### config.mk
export PLATFORM = sky130hd
export DESIGN_NAME = multiplexer_2to1
export DESIGN_NICKNAME = d
export VERILOG_FILES = /design/src/rtl/multiplexer_2to1_pkg.sv /design/src/rtl/multiplexer_2to1_mux2_comb.sv /design/src/rtl/multiplexer_2to1.sv
export SDC_FILE = /design/constraint.sdc
export NUM_CORES = 1
export LEC_CHECK = 0
export ABC_AREA = 1
export BUFFER_PORTS_ARGS = -buffer_cell sky130_fd_sc_hd__buf_2
export CAP_MARGIN = 20
export CORE_AREA = 2 2 39 41
export DETAILED_ROUTE_END_ITERATION = 16
export DIE_AREA = 0 0 41 43
export PLACE_DENSITY = 0.77
export SYNTH_ARGS = -nofsm -noshare
export SYNTH_HDL_FRONTEND = slang
export SYNTH_HIERARCHICAL = 1
export SYNTH_SLANG_ARGS = --single-unit
### constraint.sdc
create_clock -name clk -period 1.5 [get_ports clk]
set_clock_uncertainty 0.05 [all_clocks]
set_input_delay 0.225 -clock clk [delete_from_list [all_inputs] [get_ports clk]]
set_output_delay 0.225 -clock clk [all_outputs]
set_load 0.02 [all_outputs]
### src/rtl/multiplexer_2to1_pkg.sv
// Shared defaults for the 2:1 selector slice; the top keeps WIDTH and CNT_W
// as its own parameters and only borrows these as default values.
package multiplexer_2to1_pkg;

   localparam int DEFAULT_WIDTH = 1;
   localparam int DEFAULT_CNT_W = 8;

endpackage

### src/rtl/multiplexer_2to1_mux2_comb.sv
// Purely combinational 2:1 selector. An unknown select merges the inputs:
// bits where in0 and in1 agree keep that value, every other bit goes X.
module mux2_comb #(
   parameter int WIDTH = 1
) (
   input  logic [WIDTH-1:0] in0_i,
   input  logic [WIDTH-1:0] in1_i,
   input  logic             sel_i,
   output logic [WIDTH-1:0] out_o
);

   // The conditional operator already applies the bitwise merge for an unknown select.
   assign out_o = sel_i ? in1_i : in0_i;

endmodule

### src/rtl/multiplexer_2to1.sv
// 2:1 selector with registered copies of its output and select, plus a
// saturating counter of clock edges on which select changed.
import multiplexer_2to1_pkg::*;

module multiplexer_2to1 #(
   parameter int WIDTH = DEFAULT_WIDTH,
   parameter int CNT_W = DEFAULT_CNT_W
) (
   output logic [WIDTH-1:0] out,
   input  logic [WIDTH-1:0] i1,
   input  logic [WIDTH-1:0] i0,
   input  logic             select,
   input  logic             clk,
   input  logic             rst,
   output logic [WIDTH-1:0] out_q,
   output logic             select_q,
   output logic [CNT_W-1:0] toggles
);

   localparam logic [CNT_W-1:0] CNT_MAX = {CNT_W{1'b1}};

   logic [WIDTH-1:0] muxOut;
   logic [WIDTH-1:0] dataOut_q;
   logic             sel_q;
   logic [CNT_W-1:0] toggleCnt_q;
   logic [CNT_W-1:0] toggleCnt_d;

   mux2_comb #(
      .WIDTH (WIDTH)
   ) uMux (
      .in0_i (i0),
      .in1_i (i1),
      .sel_i (select),
      .out_o (muxOut)
   );

   // Count a toggle whenever the live select differs from last edge's value,
   // holding at the top instead of wrapping.
   always_comb begin
      toggleCnt_d = toggleCnt_q;
      if ((select != sel_q) && (toggleCnt_q != CNT_MAX)) begin
         toggleCnt_d = toggleCnt_q + 1'b1;
      end
   end

   always_ff @(posedge clk or posedge rst) begin
      if (rst) begin
         dataOut_q   <= '0;
         sel_q       <= 1'b0;
         toggleCnt_q <= '0;
      end else begin
         dataOut_q   <= muxOut;
         sel_q       <= select;
         toggleCnt_q <= toggleCnt_d;
      end
   end

   assign out      = muxOut;
   assign out_q    = dataOut_q;
   assign select_q = sel_q;
   assign toggles  = toggleCnt_q;

endmodule

== Word-level counts from Yosys, hierarchy flattened ==
Index checks and enable logic that the tools add are counted.
Word-level totals
  input bits: 5
  register bits: 10
Operators by class
  reduce and logical (&&, ||, !) cells: 1
  $add $sub $neg: 1
  equal/unequal tests: 2
  mux-type cells: 1
Operators by type and width (number)
  8-bit by 1-bit adder with 8-bit output, second input constant: 1
  8-bit != test, second input constant: 1
  1-bit logical AND: 1
  1-bit 2-to-1 mux: 1
  1-bit != test: 1

== Logic depth before layout (Yosys ltp) ==
Gate-level depths: netlist of the first run.
  word-level depth: 2
  gate-level depth with buffers: 8
  depth with buffers taken out: 8

== Cells and area by module ==
Netlist of the first run, hierarchy kept.
Modules (own cells, without submodules)
  multiplexer_2to1: area an instance 540.5 um2, sequential area each 250.2 um2, cells an instance 67, instances 1
  mux2_comb: area an instance 15.0 um2, sequential area each 0.0 um2, cells an instance 4, instances 1

== Least setup slack after synthesis of the first run ==
Ideal clock, no wire load.
  path type: register to register
  start: reg toggleCnt_q[0], in the netlist toggles[0]
  end: reg toggleCnt_q[5], in the netlist toggles[5]
  data required time: 1333 ps
  setup slack: 59 ps
  cell stages (with the launch flop): 9
  clock period less this slack: 1441 ps
  path buffers: 0
  setup time: 117 ps
  arrival: 1274 ps
  cells stage by stage: dfrtp_1 -> ha_1 -> nand2_2 -> nor2_1 -> nand2_2 -> nand2_4 -> inv_4 -> nand2_1 -> nand2_1
Between the ends
  longest elaborated chain between the ends: 2
Ends and longest elaborated chain
  from (decl): line multiplexer_2to1.sv:25  | logic [CNT_W-1:0] toggleCnt_q;
  from (signal assigned): line multiplexer_2to1.sv:54  | toggleCnt_q <= toggleCnt_d;
  parallel branches: the longest is 2 deep, another holds 8-bit by 1-bit adder with 8-bit output
Parallel ways; which one is timed is not known.
A chain may end at the register's enable or synchronous reset.

== Final worst setup path of the first run ==
  start: reg toggleCnt_q[1], in the netlist toggles[1]
  end: reg toggleCnt_q[4], in the netlist toggles[4]
The elaborated chain is that of the path after synthesis.

==> results.txt, run 1 <==
- The flow ran to the end, and the final reports show no timing, DRC or antenna violations.
- Ant. Diodes: 0
- For this design the ratio of total power to cell area is between 1500 and 2000 mW/mm².
- By area the synthesized netlist is led by dfrtp_1 45%, nand2_1 20%, inv_1 5.4%, xnor2_1 4.7%, nand3_1 3.6%.
- Maximum number of pins on one net before global-route repair: 11
- The first global-routing pass estimated ~1.9 mm of wire.
- Number of sinks on the clock net: 10
* Number of buffers inserted to repair setup after CTS: 0
- Startpoint of the worst register-to-register path: toggles[1]$_DFFE_PP0P_
* Final period utilization: between 90% and 100%
* Final GP Congestion: ~0.88
* Min Clock Period, post-route: between 1 and 1.5 ns
- Top-level port count: 16
- Number of nets in the finished design: between 90 and 100
- Die footprint: approximately 0.0018 mm²
* Antenna Nets Post-Route: 0
* Longest Clk Path Bufs: 2
- In this run the cell area measured after placement is approximately 660 µm².
* Ratio of cells with drive above 1 in the final layout: around 30%
- The floorplan step set the die height to roughly 43 µm.
* Non-Filler Cell Area, Final: around 700 µm²
- Xor and xnor area share after synthesis: 7.66%
* Arrival time of data at the critical path endpoint: ~1.5 ns
- The min-delay analysis places its worst path in the category input port to register.
- Worst IR Drop VDD: 0.915 mV
* Synthesized cell area: 556 µm²
- Number of DRC markers in iteration 0: 17
- Setup repair after global routing left no endpoint under its margin.
- Total wirelength of the detailed-routed design: about 1.1 mm
- The first detailed-routing pass ran for 4 iterations.
- R2R depth: 8
- Number of vias per cell: ~4.7
- DRC violations left: 0
- The number of different library cells used by synthesis comes to 15.
* Leakage dissipation: roughly 0.37 nW
- The library cell used most frequently in the layout, excluding fill and tap cells, is nand2_1.
- The max-slew violation count is 0.
- Clock latency on the worst-skew pair, taken at its later pin, is ~0.27 ns.
- The biggest area contributor in the post-synthesis netlist is dfrtp_1.
* Remaining global-route overflow: 0
- The initial utilization of the core area, before any placement, comes to about 40%.
- Share of the synthesized area in compound gates (AO/OA/AOI/OAI): less than 1%
- Avg WL per Cell: 10.3 µm
- During synthesis, Yosys emitted a total of 6 warnings.
- Multiplexer area fraction after synthesis: 0%
* Synth Area in Adders: between 2 and 2.5%
- Flip-flop and latch count after synthesis: 10
- Fill cells in the final layout number 137.
- Sequential Area: roughly 250 µm²
- After synthesis, the largest family of logic cells by area is simple AND/OR/NAND/NOR gates.
* Number of failing hold endpoints at the final stage: 0
* Reg2reg setup slack: about 0.11 ns
- Fmax achieved: just over 0.7 GHz
* Chip Width: 41 µm
- The number of nets handed over by synthesis was 77.
* CP endpoint: toggles[4]$_DFFE_PP0P_
- The tool flagged a number of max-cap violations equal to 0.
* WP data required: about 1.6 ns
* Clock transition at the register clock pins on the worst setup and hold paths after CTS: roughly 0.070 ns
- In this run the mean area of a mapped cell was 7.82 µm².
- Root buffer cell: clkbuf_4
- In the final layout, the multi-input gates occupy around 270 µm².
- Synthesized instance count: between 70 and 80
* Yosys top cell area share: a little under half
* Number of I/O port buffers: 15
- Along the worst path, the maximum fanout reaches 8.
* R2r endpoint: toggles[4]$_DFFE_PP0P_
- Antenna violations before repair: 0
- Rows: 14
- Setup violations remaining at the end of the flow were counted as 0.
- Half-perimeter wire length after detailed placement: ~860 µm
- The share of the Yosys chip area taken by registers is 45.0%.
- The number of global-route vias before repair came to about 450.
- The region available for standard cell placement spans about 0.0014 mm².
- Summing over every cut layer, the via total after detailed routing is 508.
* CTS H-tree lvls: 1
- Summing the areas of all and, or, nand and nor instances in the mapped netlist gives ~38% of the synthesized area.
* Startpoint of the worst setup timing path: toggles[1]$_DFFE_PP0P_
- The critical path in this run is classified as register to register.
- Max-Slew Margin vs Limit: between 70% and 80%
* Fin Setup TNS: 0 ns
- TritonCTS built the clock tree.
* Area growth, synth to finish: 26.8%
- Category of the worst setup path launch point: register
* Hold Path Origin: select
- For the pin with the worst max-slew slack, the measured transition is between 0.3 and 0.4 ns.
- The worst setup path is captured at a register.
- In the layout the commonest cells are 30 x nand2_1, 15 x buf_2, 10 x dfrtp_1.
* Number of buffers created by CTS: 3
- In the global route stage, overall resource usage came out at 16.8%.
cell usage after synthesis, drive strengths merged:
cell,count
nand3,4
xor2,1
nand4,2
nor2,5
dfrtp,10
ha,1
xnor2,3
nand3b,1
inv,9
o21ai,1
nand2,34
flip-flops by register name, summed over array words and instances (netlist names):
signal / cells
out_q: 1
select_q: 1
toggles: 8
kinds of logic (layout without fill, tap and decap cells):
family	after synthesis	after routing
adder cells (fa/ha/maj)	1	1
XOR/XNOR	4	4
buffers and inverters	9	30
AO/OA/AOI/OAI	1	1
flip-flops	10	10
AND/OR/NAND/NOR	46	46
metrics by stage:
step,utilization (%),std cells,hold WS (ns),power [mW],setup WS [ns]
floorplan,-,71,0.0152,0.686,0.0590
global placement,47.6,103,0.176,0.815,0.185
detailed placement,47.6,103,0.172,0.825,0.128
CTS,50.9,108,0.0738,1.08,0.116
global route,50.9,108,0.0708,1.14,0.0199
finish,50.9,108,0.0757,1.07,0.115
worst max-delay path: stages, from the launching register on:
cell     delay (ns)
dfrtp_1        0.41
ha_1           0.25
nand2_2        0.10
nor2_1         0.13
nand2_2        0.08
nand2_4        0.11
inv_4          0.06
nand2_1        0.05
nand2_1        0.05
worst min-delay path by stage:
stage | to | slack, ns | cells past startpoint
floorplan | out_q$_DFF_PP0_ | 0.02 | 1
global placement | select_q$_DFF_PP0_ | 0.18 | 2
detailed placement | toggles[4]$_DFFE_PP0P_ | 0.17 | 2
CTS | select_q$_DFF_PP0_ | 0.07 | 1
global route | select_q$_DFF_PP0_ | 0.07 | 1
finish | select_q$_DFF_PP0_ | 0.08 | 1
cell type report:
cell class | count | area share (%)
flip-flops and latches | 10 | 35.5
repair buffers | 17 | 13.1
clock buffers | 4 | 5.15
well taps | 16 | 2.84
inverters | 9 | 5.15
multi-input cells | 52 | 38.2
power breakdown:
| group | internal [mW] | switching (mW) |
|---|---|---|
| logic | 0.152 | 0.239 |
| registers | 0.334 | 0.0954 |
| clock network | 0.148 | 0.102 |
metal layers:
layer	global-route usage [%]	up-vias	routed length, µm
met5	0	-	0
met4	16.0	0	45
met3	1.57	4	38
met2	22.2	13	545
met1	22.6	232	480
li1	-	259	-
repair_timing:
item | in CTS | in global routing
hold buffers | 1 | 0
setup endpoints to repair | 0 | 0
hold endpoints to repair | 10 | 0
resized for setup | 0 | 0
Power figures use the tool's default switching activity.
==> inputs of run 2 (changes only) <==
--- a/config.mk
+++ b/config.mk
@@ -8,10 +8,12 @@
 export ABC_AREA = 1
 export BUFFER_PORTS_ARGS = -buffer_cell sky130_fd_sc_hd__buf_2
 export CAP_MARGIN = 20
-export CORE_AREA = 2 2 39 41
+export CELL_PAD_IN_SITES_DETAIL_PLACEMENT = 0
+export CELL_PAD_IN_SITES_GLOBAL_PLACEMENT = 1
+export CORE_MARGIN = 2
+export CORE_UTILIZATION = 34
 export DETAILED_ROUTE_END_ITERATION = 16
-export DIE_AREA = 0 0 41 43
-export PLACE_DENSITY = 0.77
+export PLACE_DENSITY = 0.85
 export SYNTH_ARGS = -nofsm -noshare
 export SYNTH_HDL_FRONTEND = slang
 export SYNTH_HIERARCHICAL = 1
==> results.txt, run 2 (synthesized netlist as in run 1, its figures left out) <==
* Ant. Diodes: 0 (unchanged)
- The proportion of total power due to net switching was 41.8% (+1.0 points).
- Non-Filler Cell Area, Final: 701 µm² (-0.53%)
- Highest-count cells in the layout ignoring fill and taps: 30 x nand2_1, 15 x buf_2, 10 x dfrtp_1
* Fraction of power consumed by combinational cells: 40.8% (+4.3 points)
- Metal-1 WL: 538 µm (+12%)
* Latest clock arrival within the worst-skew pair: 0.27 ns (about the same)
* Avg WL per Cell: 10.3 µm (+0.54%)
- Number of sinks on the clock net: 10 (unchanged)
* CTS tree: yes
- The maximum ir drop on the vdd rail came to 0.786 mV (-14%).
- STA classifies the critical path startpoint as a register.
- The detailed placement HPWL came to 860 µm (about the same).
- The setup path with the least slack is of type register to register.
- Remaining global-route overflow: 0 (unchanged)
- The worst-path maximum fanout is 8 (unchanged).
- Finished Core Util: 46.0% (-4.9 points)
- The met3 wirelength from detailed routing came to 33 µm (-13%).
* Most common cell after layout, fill and taps aside: nand2_1
- The number of flip-flops in the largest register came to 8 (unchanged).
* DRT Pass-1 Iters: 8 (+4)
* Transition time of the tightest slew-check pin: 0.406 ns (+0.0275 ns)
- The signal arrival time at the worst endpoint came to 1.48 ns (-0.02 ns).
- The number of antenna violations at the first check in global routing is 0 (unchanged).
- The via density per instance came to 4.69 (-0.39%).
- The final hold slack came to 0.0836 ns (+0.00786 ns).
- Share of power burned in the clock network: 18.1% (-5.2 points)
- Leakage dissipation: 0.370 nW (-1.0%)
* Element type at the critical path end: register
* Unrepaired setup endpoints after global routing: false
- Max layer used: met4
- Chip Width: 44.4 µm (+8.3%)
- The final count of negative-setup-slack endpoints was 0 (unchanged).
- The total DRC errors in the routed layout is 0 (unchanged).
- Internal: 0.592 mW (-6.4%)
- The full die area was 0.00197 mm² (+12%).
- Ratio of cells with drive above 1 in the final layout: 30.4% (+1.1 points)
- The effective utilization at floorplan was 36.5% (-3.7 points).
- Met2 wire length: 494 µm (-9.4%)
- Rows: 14 (unchanged)
- The post-layout instance count excluding filler cells came to 108 (unchanged).
- R2R depth: 8 (unchanged)
- The wire length of the first global-routing pass is 1.99 mm (+4.4%).
- Die outline height: 44.4 µm (+3.3%)
* Maximum number of pins on one net before global-route repair: 11 (unchanged)
- Number of DRC markers in iteration 0: 9 (-8)
- The H-tree depth is 1 (unchanged).
- The number of placed instances with taps included was 104 (+0.97%).
- The flow ran to the end, and the final reports show no timing, DRC or antenna violations.
- The final-stage net count was 100 (+1.0%).
- The clock slew seen by the registers of the worst setup and hold paths is 0.06 ns (about the same).
* Area growth, synth to finish: 26.1%
* Root buffer cell: clkbuf_4
- Net switching power of the design: 0.426 mW (-2.4%)
- Number of filler cells placed in the layout: 154 (+12%)
- The standard cell area after detailed placement is 666 µm² (+1.1%).
* Number of global-route vias before repair: 472 (+4.2%)
* Max-Slew Margin vs Limit: 72.9% (-1.8 points)
* Number of I/O port buffers: 15 (unchanged)
- Worst min-delay path class: input port to register
- Hold path depth: 1 (unchanged)
- The I/O pin total is 16 (unchanged).
* Total wirelength of the detailed-routed design: 1.12 mm (+0.54%)
- The maximum clock rate came to 0.729 GHz (+1.0%).
- The minimum clock period after layout is 1.37 ns (-0.0138 ns).
- Floorplan Core Area: 0.00152 mm² (+10%)
* Power per unit of standard cell area: 1450 mW/mm² (-4.3%)
* Fin Setup TNS: 0 ns (unchanged)
* Max-slew violation total from the final report: 0 (unchanged)
* Reported max-cap violation count: 0 (unchanged)
- Final period utilization: 91.4% (-0.92 points)
* Number of failing hold endpoints at the final stage: 0 (unchanged)
- Power consumption: 1.02 mW (-4.8%)
- The maximum clock path buffer count is 2 (unchanged).
- The worst setup slack before clock tree synthesis was 0.122 ns (-0.00582 ns).
* Final GP Congestion: 0.875 (-0.17%)
* Final worst setup slack: 0.128 ns (+0.0138 ns)
* Global-route usage over all layers: 14.1% (-2.7 points)
- The sequential share of power came to 41.1% (+1.0 points).
- The total via count in the routed design is 506 (-0.39%).
- The number of buffers inserted during clock tree synthesis was 3 (unchanged).
* Antenna Nets Post-Route: 0 (unchanged)
- The required time of the critical path was 1.61 ns (about the same).
[run 2: what timing repair did]
action	in CTS	in global routing
hold buffers	1	0
endpoints found under the setup margin	0	6
endpoints found under the hold margin	10	0
setup buffers	0	0
resized for setup	0	1
[run 2: metal layers]
metal	vias to the layer above	GRT usage, %
met3	5	1.22
met2	13	19.7
li1	259	-
met5	-	0
met4	0	12.7
met1	229	19.3
[run 2: critical path: stages, from the launching register on]
cell	delay, ns
dfrtp_1	0.42
ha_2	0.24
nand2_2	0.08
nor2_1	0.13
nand2_2	0.08
nand2_4	0.11
inv_4	0.06
nand2_1	0.06
nand2_1	0.05
[run 2: final timing paths]
check / slack (ns) / startpoint / endpoint
min: 0.08 / select / select_q$_DFF_PP0_
max reg2reg: 0.13 / toggles[1]$_DFFE_PP0P_ / toggles[5]$_DFFE_PP0P_
min in group asynchronous: 0.43 / rst / toggles[2]$_DFFE_PP0P_
max in group asynchronous: 0.68 / rst / toggles[7]$_DFFE_PP0P_
max: 0.13 / toggles[1]$_DFFE_PP0P_ / toggles[5]$_DFFE_PP0P_
min reg2reg: 0.49 / toggles[7]$_DFFE_PP0P_ / toggles[7]$_DFFE_PP0P_
[run 2: power by group through the flow]
stage                     clock (mW)  combinational [mW]  sequential [mW]
after detailed placement           0               0.411            0.420
after global placement             0               0.419            0.418
after CTS                      0.184               0.416            0.416
after floorplan                    0               0.179            0.507
after global routing           0.199               0.466            0.431
final                          0.184               0.416            0.418
[run 2: final cells by class]
type / count / area, µm² / share of cell area [%]
sequential: 10 / 250 / 35.7
inverter: 9 / 36.3 / 5.18
clock buffer: 3 / 22.5 / 3.21
tap: 16 / 20.0 / 2.86
multi-input combinational: 52 / 272 / 38.7
timing repair buffer: 18 / 100 / 14.3
==> inputs of run 3 (changes only) <==
--- a/config.mk
+++ b/config.mk
@@ -13,7 +13,7 @@
 export CORE_MARGIN = 2
 export CORE_UTILIZATION = 34
 export DETAILED_ROUTE_END_ITERATION = 16
-export PLACE_DENSITY = 0.85
+export PLACE_DENSITY_LB_ADDON = 0.1
 export SYNTH_ARGS = -nofsm -noshare
 export SYNTH_HDL_FRONTEND = slang
 export SYNTH_HIERARCHICAL = 1
==> results.txt, run 3 (synthesized netlist as in run 1, its figures left out) <==
- Outcome: finished clean
- The count of nets left with antenna violations after detail routing is 0 (unchanged).
* Hold path depth: 1 (unchanged)
- The routability-driven placement congestion ratio is 0.805 (-8.0%).
- Classification of the worst setup path: register to register
* Global-route usage over all layers: 13.0% (-1.2 points)
- The overall routed net length was 1.13 mm (+1.3%).
- The endpoint identified for the worst register-to-register timing path is toggles[5]$_DFFE_PP0P_.
- In this run the critical register-to-register path is launched from toggles[1]$_DFFE_PP0P_.
- Die footprint: 0.00197 mm² (unchanged)
- Avg WL per Cell: 10.4 µm (+0.42%)
- The number of flip-flops in the largest register was 8 (unchanged).
- Sequential Area: 250 µm² (unchanged)
- The standard cell area after detailed placement came to 673 µm² (+1.1%).
- Number of sinks on the clock net: 10 (unchanged)
- Number of vias per cell: 4.52 (-3.5%)
* Power per unit of standard cell area: 1450 mW/mm² (about the same)
- Number of global-route vias before repair: 433 (-8.3%)
- Latest clock arrival within the worst-skew pair: 0.25 ns (-0.02 ns)
- The detailed placement HPWL is 875 µm (+1.8%).
- Finish-stage setup viols: 0 (unchanged)
- Number of buffers created by CTS: 3 (unchanged)
- Reported max-cap violation count: 0 (unchanged)
- The relative max-transition margin is 74.3% (+1.4 points).
- The I/O pin total came to 16 (unchanged).
- Fin Setup TNS: 0 ns (unchanged)
- Reg2reg setup slack: 0.14 ns (about the same)
- Multi-input gate area in the final layout: 272 µm² (unchanged)
- The height of the die came to 44.4 µm (unchanged).
* Number of DRC markers in iteration 0: 7 (-2)
- For hold timing, the worst endpoint is select_q$_DFF_PP0_.
- Worst IR Drop VDD: 0.836 mV (+6.3%)
* Number of I/O port buffers: 15 (unchanged)
- The startpoint identified for the worst hold timing path is select.
- The post-route clock period utilization came to 90.5% (-0.94 points).
- DRT Pass-1 Iters: 4 (-4)
* Arrival time of data at the critical path endpoint: 1.46 ns (-0.02 ns)
* Max-slew violation total from the final report: 0 (unchanged)
* Number of filler cells placed in the layout: 164 (+6.5%)
- The maximum clock rate came to 0.737 GHz (+1.0%).
- The number of antenna diodes was 0 (unchanged).
* Number of nets in the finished design: 101 (+1.0%)
* Number of failing hold endpoints at the final stage: 0 (unchanged)
* Floorplan Core Area: 0.00152 mm² (unchanged)
* Antenna violations before repair: 0 (unchanged)
- CTS H-tree lvls: 1 (unchanged)
- The worst setup path is launched from a register.
* Longest Clk Path Bufs: 2 (unchanged)
- CTS tree: yes
- Transition time of the tightest slew-check pin: 0.385 ns (-0.0205 ns)
- In this run the worst setup path begins at toggles[1]$_DFFE_PP0P_.
- The post-CTS setup buffer count was 0 (unchanged).
- Most common cell after layout, fill and taps aside: nand2_1
* Min Clock Period, post-route: 1.36 ns (-0.0141 ns)
- The wire length of the first global-routing pass was 1.84 mm (-7.3%).
- Area growth, synth to finish: 27.5%
- Maximum number of pins on one net before global-route repair: 11 (unchanged)
- Leakage dissipation: 0.376 nW (+1.4%)
- The depth of the worst register-to-register path was 8 (unchanged).
* Element type at the critical path end: register
* Unrepaired setup endpoints after global routing: false
- The worst-path maximum fanout was 8 (unchanged).
- DRC violations left: 0 (unchanged)
- Rows: 14 (unchanged)
- Clock transition at the register clock pins on the worst setup and hold paths after CTS: 0.06 ns (about the same)
- The path class of the tightest hold or removal check is input port to register.
- The final design instance area without fill was 708 µm² (+1.1%).
- The total via count in the routed design is 493 (-2.6%).
* Chip Width: 44.4 µm (unchanged)
- The fraction of layout cells with a size suffix above 1 is 31.2% (+0.75 points).
- Highest-count cells in the layout ignoring fill and taps: 30 x nand2_1, 15 x buf_2, 10 x dfrtp_1
- WP data required: 1.60 ns (about the same)
* Root buffer cell: clkbuf_4
- Finished Core Util: 46.5% (+0.49 points)
- The effective utilization at floorplan was 36.5% (unchanged).
* Power consumption: 1.03 mW (+1.2%)
- The overflow left after global routing came to 0 (unchanged).
## run 3: per-stage QoR
stage,setup slack [ns],std cells,hold slack [ns]
2_1_floorplan,0.0590,71,0.0152
3_3_place_gp,0.157,105,0.178
3_5_place_dp,0.132,105,0.170
4_1_cts,0.116,109,0.0945
5_1_grt,0.0150,109,0.0955
6_report,0.142,109,0.0987
## run 3: layout make-up
| type | count | share of cell area, % |
|---|---|---|
| Clock buffer | 3 | 3.18 |
| Inverter | 9 | 5.12 |
| Multi-Input combinational cell | 52 | 38.3 |
| Sequential cell | 10 | 35.3 |
| Tap cell | 16 | 2.83 |
| Timing Repair Buffer | 19 | 15.2 |
## run 3: how the worst max path moves through the flow
| stage | slack (ns) | end | cells past startpoint |
|---|---|---|---|
| floorplan | 0.06 | toggles[5]$_DFFE_PP0P_ | 8 |
| global placement | 0.16 | toggles[0]$_DFFE_PP0P_ | 8 |
| detailed placement | 0.13 | toggles[0]$_DFFE_PP0P_ | 8 |
| CTS | 0.12 | toggles[0]$_DFFE_PP0P_ | 8 |
| global route | 0.01 | toggles[0]$_DFFE_PP0P_ | 8 |
| finish | 0.14 | toggles[5]$_DFFE_PP0P_ | 8 |
## run 3: critical path, stage by stage (launching register included)
cell	delay, ns
dfrtp_1	0.41
ha_2	0.24
nand2_2	0.08
nor2_1	0.13
nand2_2	0.08
nand2_4	0.11
inv_4	0.06
nand2_1	0.06
nand2_1	0.04
## run 3: per-layer routing
layer / wire length [µm] / up-vias / track usage (%)
met5: 0 / - / 0
met4: 10 / 0 / 7.27
met3: 46 / 2 / 2.45
met2: 503 / 9 / 18.8
met1: 570 / 218 / 18.1
li1: - / 264 / -
## run 3: power by group
part           total [mW]  internal, mW  switching [mW]
clock network       0.176        0.0923          0.0835
logic               0.447         0.182           0.265
registers           0.407         0.334          0.0730
total                1.03         0.608           0.421
## run 3: what timing repair did
action                                 in CTS  in global routing
gates resized for setup                     0                  1
endpoints found under the hold margin      10                  0
setup endpoints to repair                   0                  2
hold buffers                                1                  0
